### config.mk
export PLATFORM = sky130hd
export DESIGN_NAME = fetch_queue_flat
export DESIGN_NICKNAME = d
export VERILOG_FILES = /design/src/rtl/fetch_queue_pkg.sv /design/src/rtl/fetch_queue_if.sv /design/src/rtl/fetch_queue_inst_fifo.sv /design/src/rtl/fetch_queue.sv /design/src/flat_wrapper.sv
export SDC_FILE = /design/constraint.sdc
export NUM_CORES = 1
export LEC_CHECK = 0
export CAP_MARGIN = 30
export CORE_ASPECT_RATIO = 2
export CORE_MARGIN = 2
export CORE_UTILIZATION = 54
export CTS_CLUSTER_DIAMETER = 50
export DETAILED_ROUTE_END_ITERATION = 6
export GPL_ROUTABILITY_DRIVEN = 0
export PLACE_DENSITY = 0.8
export SYNTH_ARGS = -nofsm -noshare
export SYNTH_HDL_FRONTEND = slang
export SYNTH_SLANG_ARGS = --single-unit
### constraint.sdc
create_clock -name clk -period 3.89 [get_ports clk]
set_input_delay 0.778 -clock clk [delete_from_list [all_inputs] [get_ports clk]]
set_output_delay 0.778 -clock clk [all_outputs]
set_load 0.1 [all_outputs]
### src/rtl/fetch_queue_pkg.sv
// fetch_queue_pkg: shared sizing defaults and log2 helper for the fetch queue slice
package fetch_queue_pkg;
  localparam int FETCH_QUEUE_DEPTH = 4;
  localparam int IMEM_LATENCY = 1;
  localparam int FQ_DATA_WIDTH = 32;
  function automatic int log2(input int n);
    int r;
    r = 0;
    while ((1 << r) < n) r++;
    return r;
  endfunction
endpackage

### src/rtl/fetch_queue_if.sv
// fetch_queue_if: PC/stall/redirect, imem read and decode handshake bundle
interface fetch_queue_if #(
  parameter int DATA_WIDTH = 32
);
  logic [DATA_WIDTH-1:0] pc_in;
  logic [DATA_WIDTH-1:0] imem_addr;
  logic [DATA_WIDTH-1:0] imem_rdata;
  logic [DATA_WIDTH-1:0] inst;
  logic [DATA_WIDTH-1:0] inst_pc;
  logic stall;
  logic flush;
  logic imem_req;
  logic inst_valid;
  logic inst_ready;
  modport slave (
    input  pc_in, flush, imem_rdata, inst_ready,
    output stall, imem_req, imem_addr, inst_valid, inst, inst_pc
  );
  modport master (
    output pc_in, flush, imem_rdata, inst_ready,
    input  stall, imem_req, imem_addr, inst_valid, inst, inst_pc
  );
endinterface

### src/rtl/fetch_queue_inst_fifo.sv
// inst_fifo: DEPTH-entry synchronous FIFO with flush, count and combinational head
module inst_fifo
  import fetch_queue_pkg::*;
#(
  parameter int DEPTH = 4,
  parameter int WIDTH = 64
) (
  input  logic                  clk,
  input  logic                  rst,
  input  logic                  push_i,
  input  logic                  pop_i,
  input  logic                  flush_i,
  input  logic [WIDTH-1:0]      data_i,
  output logic [WIDTH-1:0]      head_o,
  output logic [log2(DEPTH):0]  count_o
);
  localparam int AW = log2(DEPTH);
  logic [WIDTH-1:0] mem_q [DEPTH];
  logic [AW-1:0] wr_q, rd_q;
  logic [AW:0] cnt_q;
  assign head_o = mem_q[rd_q];
  assign count_o = cnt_q;
  always_ff @(posedge clk) begin
    if (rst || flush_i) begin
      wr_q <= '0;
      rd_q <= '0;
      cnt_q <= '0;
    end else begin
      if (push_i) begin
        mem_q[wr_q] <= data_i;
        wr_q <= wr_q + 1'b1;
      end
      if (pop_i) rd_q <= rd_q + 1'b1;
      cnt_q <= cnt_q + (AW+1)'(push_i) - (AW+1)'(pop_i);
    end
  end
  // credit upstream must make a push into a full FIFO impossible
  assert property (@(posedge clk) disable iff (rst) !(push_i && !pop_i && cnt_q == (AW+1)'(DEPTH)));
endmodule

### src/rtl/fetch_queue.sv
// fetch_queue: issues fixed-latency imem reads from the fetch PC and queues results for decode.
// Define FETCH_QUEUE_BYPASS_EN to forward a return straight to decode when the FIFO is empty.
module fetch_queue
  import fetch_queue_pkg::*;
#(
  parameter int DATA_WIDTH  = FQ_DATA_WIDTH,
  parameter int DEPTH       = FETCH_QUEUE_DEPTH,
  parameter int MEM_LATENCY = IMEM_LATENCY
) (
  input logic clk,
  input logic rst,
  fetch_queue_if.slave fq
);
  localparam int CW = log2(DEPTH) + 1;
  logic [MEM_LATENCY-1:0] tv_q;
  logic [DATA_WIDTH-1:0] tpc_q [MEM_LATENCY];
  logic [CW-1:0] cnt;
  logic [2*DATA_WIDTH-1:0] head, ret_data;
  logic [CW+1:0] credit;
  logic ret, byp, push, pop, nonempty;
  assign credit = (CW+2)'(cnt) + (CW+2)'($countones(tv_q));
  assign fq.stall = !fq.flush && credit >= (CW+2)'(DEPTH);
  assign fq.imem_req = !rst && !fq.stall && !fq.flush;
  assign fq.imem_addr = rst ? '0 : fq.pc_in;
  assign ret = tv_q[MEM_LATENCY-1];
  assign ret_data = {fq.imem_rdata, tpc_q[MEM_LATENCY-1]};
  assign nonempty = cnt != '0;
`ifdef FETCH_QUEUE_BYPASS_EN
  assign byp = !nonempty && ret && !fq.flush;
`else
  assign byp = 1'b0;
`endif
  assign fq.inst_valid = nonempty || byp;
  assign {fq.inst, fq.inst_pc} = nonempty ? head : byp ? ret_data : '0;
  assign push = ret && !fq.flush && !(byp && fq.inst_ready);
  assign pop = nonempty && fq.inst_ready;
  // stage 0 needs no explicit clear: imem_req is already low under rst or flush
  always_ff @(posedge clk) begin
    tv_q[0] <= fq.imem_req;
    tpc_q[0] <= fq.pc_in;
    for (int i = 1; i < MEM_LATENCY; i++) begin
      tv_q[i] <= tv_q[i-1] && !rst && !fq.flush;
      tpc_q[i] <= tpc_q[i-1];
    end
  end
  inst_fifo #(.DEPTH(DEPTH), .WIDTH(2*DATA_WIDTH)) u_fifo (
    .clk     (clk),
    .rst     (rst),
    .push_i  (push),
    .pop_i   (pop),
    .flush_i (fq.flush),
    .data_i  (ret_data),
    .head_o  (head),
    .count_o (cnt)
  );
endmodule

### src/flat_wrapper.sv
// flat-port wrapper written by rule: the top's interface ports become plain ports
module fetch_queue_flat import fetch_queue_pkg::*;
#(
  parameter int DATA_WIDTH  = FQ_DATA_WIDTH,
  parameter int DEPTH       = FETCH_QUEUE_DEPTH,
  parameter int MEM_LATENCY = IMEM_LATENCY
)
  (clk, rst, fq_pc_in, fq_flush, fq_imem_rdata, fq_inst_ready, fq_stall, fq_imem_req, fq_imem_addr, fq_inst_valid, fq_inst, fq_inst_pc);
  fetch_queue_if #(.DATA_WIDTH(DATA_WIDTH)) fq_i ();
  input logic clk;
  input logic rst;
  input wire logic [$bits(fq_i.pc_in)-1:0] fq_pc_in;
  input wire logic [$bits(fq_i.flush)-1:0] fq_flush;
  input wire logic [$bits(fq_i.imem_rdata)-1:0] fq_imem_rdata;
  input wire logic [$bits(fq_i.inst_ready)-1:0] fq_inst_ready;
  output wire logic [$bits(fq_i.stall)-1:0] fq_stall;
  output wire logic [$bits(fq_i.imem_req)-1:0] fq_imem_req;
  output wire logic [$bits(fq_i.imem_addr)-1:0] fq_imem_addr;
  output wire logic [$bits(fq_i.inst_valid)-1:0] fq_inst_valid;
  output wire logic [$bits(fq_i.inst)-1:0] fq_inst;
  output wire logic [$bits(fq_i.inst_pc)-1:0] fq_inst_pc;
  assign fq_i.pc_in = fq_pc_in;
  assign fq_i.flush = fq_flush;
  assign fq_i.imem_rdata = fq_imem_rdata;
  assign fq_i.inst_ready = fq_inst_ready;
  assign fq_stall = fq_i.stall;
  assign fq_imem_req = fq_i.imem_req;
  assign fq_imem_addr = fq_i.imem_addr;
  assign fq_inst_valid = fq_i.inst_valid;
  assign fq_inst = fq_i.inst;
  assign fq_inst_pc = fq_i.inst_pc;
  fetch_queue #(.DATA_WIDTH(DATA_WIDTH), .DEPTH(DEPTH), .MEM_LATENCY(MEM_LATENCY)) u_core (.clk(clk), .rst(rst), .fq(fq_i));
endmodule
==> flow_summary.ini <==
[layout]
area_growth_syn_to_layout_pct = 25.7
fin_util_pct = 68.8
drive_gt1_share_pct = 29.2
antenna_cells = 0
finalNetCount = 779
layout_commonest_cell = edfxtp_1
final_cell_mix = 256 x edfxtp_1, 72 x buf_4, 68 x clkdlybuf4s50_1
nFillCells = 1286

[setup_path]
path_class = reg2out
worstPathArrival_ps = 2620
cp_top_family = flip-flops
endpoint_kind = output pin
crit_top_cell = buf_4
crit_buf_inv = 2
max_stage_delay_ps = 700
worstPathMaxFanout = 27
r2r_start = u_core.u_fifo.count_o[1]$_SDFF_PP0_
start_kind = flop
critical_path.slowest_cell = dfxtp_4
reg2regPathDepth = 9
r2r_setup_slack_ps = 1800
r2r_end = u_core.u_fifo.count_o[2]$_SDFF_PP0_
required_ps = 3110
crit_chain = buf_4 > mux4_2 > and2_1 > buf_4

[die]
die_w_um = 105
die_area_um2 = 21800
io_pins = 167
dieHeight_um = 207
initial_core_util_pct = 54.7
num_rows = 74
coreArea_um2 = 20300

[power]
p_leak_nw = 4.74
powerDensity_nw_per_um2 = 466
peakVddDrop_mv = 0.357

[grt]
grt_max_degree = 65
grt_usage_pct = 19.2
use_met2_pct = 35.7
grt_pass1_vias = 5812
antenna_found_initial = 0
overflow = 0
grt_pass1_wl_um = 31800
use_met1_pct = 22.7
top_usage_layer = met2
use_met3_pct = 2.54

[hold_path]
hold_start = u_core.tpc_q[0][15]$_DFF_P_
min_path_type = reg2reg
min_delay_worst_endpoint = u_core.u_fifo.mem_q[3][15]$_DFFE_PP_
hold_depth = 0

[yosys]
yosys_register_bits = 298
syn-cell-area_um2 = 11100
yosys-top-cells-area = edfxtp_1 69%, mux4_2 12%, dfxtp_1 7.6%, and2_1 3.7%, nor2b_1 1.8%
yosysTopAreaCellShare_pct = 69.3
yosys.cell_types.count = 28
postSynthAreaPerCell_um2 = 21.1
synth_area_leader_cell = edfxtp_1
yosysWarnings = 0
synth_cells = 526
syn_nets = 602
ys_seq_area_share_pct = 76.8

[detailed_routing]
drtIter0Drc = 362
drc = 0
dr.pass1.iters = 7
vias = 5319
routed_wl_um = 20700
viasPerCell = 5.41
ant_nets = 0
wl_per_cell_um = 21.0

[timing]
post-route-period-util_pct = 87.4
setup_viol = 0
finalCriticalPeriod_ps = 3400
hold_viol = 0
slew_violations = 0
tns_ps = 0
fmax_mhz = 294
skew_ps = 12.2
maxSlewHeadroom_pct = 38.4
rsz0062_at_grt = no
worst_pin_slew_ps = 924

[cts]
cts-root-buf = clkbuf_16
post-cts-setup-buffers = 0
cts_tree = yes
h-tree-depth = 1
ctsHoldBuffers = 0
cts_sinks = 298
cts_resized = 0
cts_buffers = 23
path_clk_slew_ps = 70
worst_skew_pair.late_latency_ps = 510
clockBufferDepth = 3

[outcome]
outcome = completed

[run]
max-cap-violations = 0

[placement]
numPortBuffers = 166
hpwl_um = 13300
==> stage by stage <==
stage               setup slack, ps  hold slack [ps]  area [um^2]  instances  power (mW)
finish                          489              467        14000        984        6.50
CTS                             394              474        14000        984        6.56
global route                    313              489        14000        984        6.69
floorplan                       723              438        11100        526        4.08
global placement                990              445        13200        943        4.33
detailed placement              964              458        13200        944        4.35
==> cell usage after synthesis (all sizes together) <==
master and n:
nand4b 1, a21oi 1, inv 6, clkbuf 13
o31ai 1, o2111ai 1, or2 1, nand2b 1
buf 13, or3 1, and2 65, nor2 8
ha 7, edfxtp 256, fa 1, and3 5
mux4 64, nand2 1, xor2 2, dfxtp 42
o311ai 1, xnor2 2, nor2b 32, mux2i 1
==> power by group <==
| part | leakage (nW) | switching, mW | internal, mW |
|---|---|---|---|
| registers | 2.66 | 0.0282 | 3.50 |
| logic | 1.73 | 0.515 | 0.232 |
| clock network | 0.352 | 0.996 | 1.23 |
==> worst reg2reg max path, delay by kind of cell, from the launching register on <==
kind | cells | cell delay, ps
flip-flops | 1 | 380
adder cells (fa/ha/maj) | 3 | 800
buffers and inverters | 3 | 200
AO/OA/AOI/OAI | 1 | 390
XOR/XNOR | 1 | 160
AND/OR/NAND/NOR | 1 | 50
==> state kept, by name (all words and copies together) (netlist names), named ones only <==
| signal | flops |
|---|---|
| u_core.u_fifo.rd_q | 2 |
| u_core.u_fifo.wr_q | 2 |
| u_core.u_fifo.mem_q | 256 |
| u_core.tpc_q | 32 |
| u_core.u_fifo.count_o | 3 |
| u_core.ret | 1 |
==> layout make-up <==
| class | instances | area (um^2) | area share, % |
|---|---|---|---|
| clock buffer | 33 | 653 | 4.68 |
| clock inverter | 7 | 57.6 | 0.413 |
| inverter | 6 | 22.5 | 0.161 |
| multi-input combinational | 196 | 2360 | 16.9 |
| sequential | 298 | 8540 | 61.2 |
| tap | 266 | 333 | 2.39 |
| timing repair buffer | 178 | 1990 | 14.3 |
==> how the worst max path moves through the flow <==
| stage | cells after the start | endpoint | startpoint |
|---|---|---|---|
| after floorplan | 3 | fq_inst[22] | u_core.u_fifo.count_o[1]$_SDFF_PP0_ |
| after global placement | 4 | fq_inst_pc[5] | flop |
| after detailed placement | 4 | fq_inst[28] | flop |
| after CTS | 4 | fq_inst[24] | flop |
| after global routing | 4 | fq_inst[24] | flop |
| final | 4 | fq_inst[24] | flop |
==> cells by family (layout without fill, tap and decap cells) <==
family	Yosys count	after routing	share of synthesized area, %
flops	298	298	76.8
simple gates	115	115	6.30
mux	65	65	13.2
buf+inv	32	224	2.11
fa+ha+maj	8	8	0.969
compound gates	4	4	0.271
xor+xnor	4	4	0.316
==> layer usage <==
layer	wire (um)	part of all wire [%]
met3	904	4.4
met2	11700	56
met1	7540	36
met5	0	0
met4	572	2.8
No activity file was read; power rests on OpenSTA's default activity.
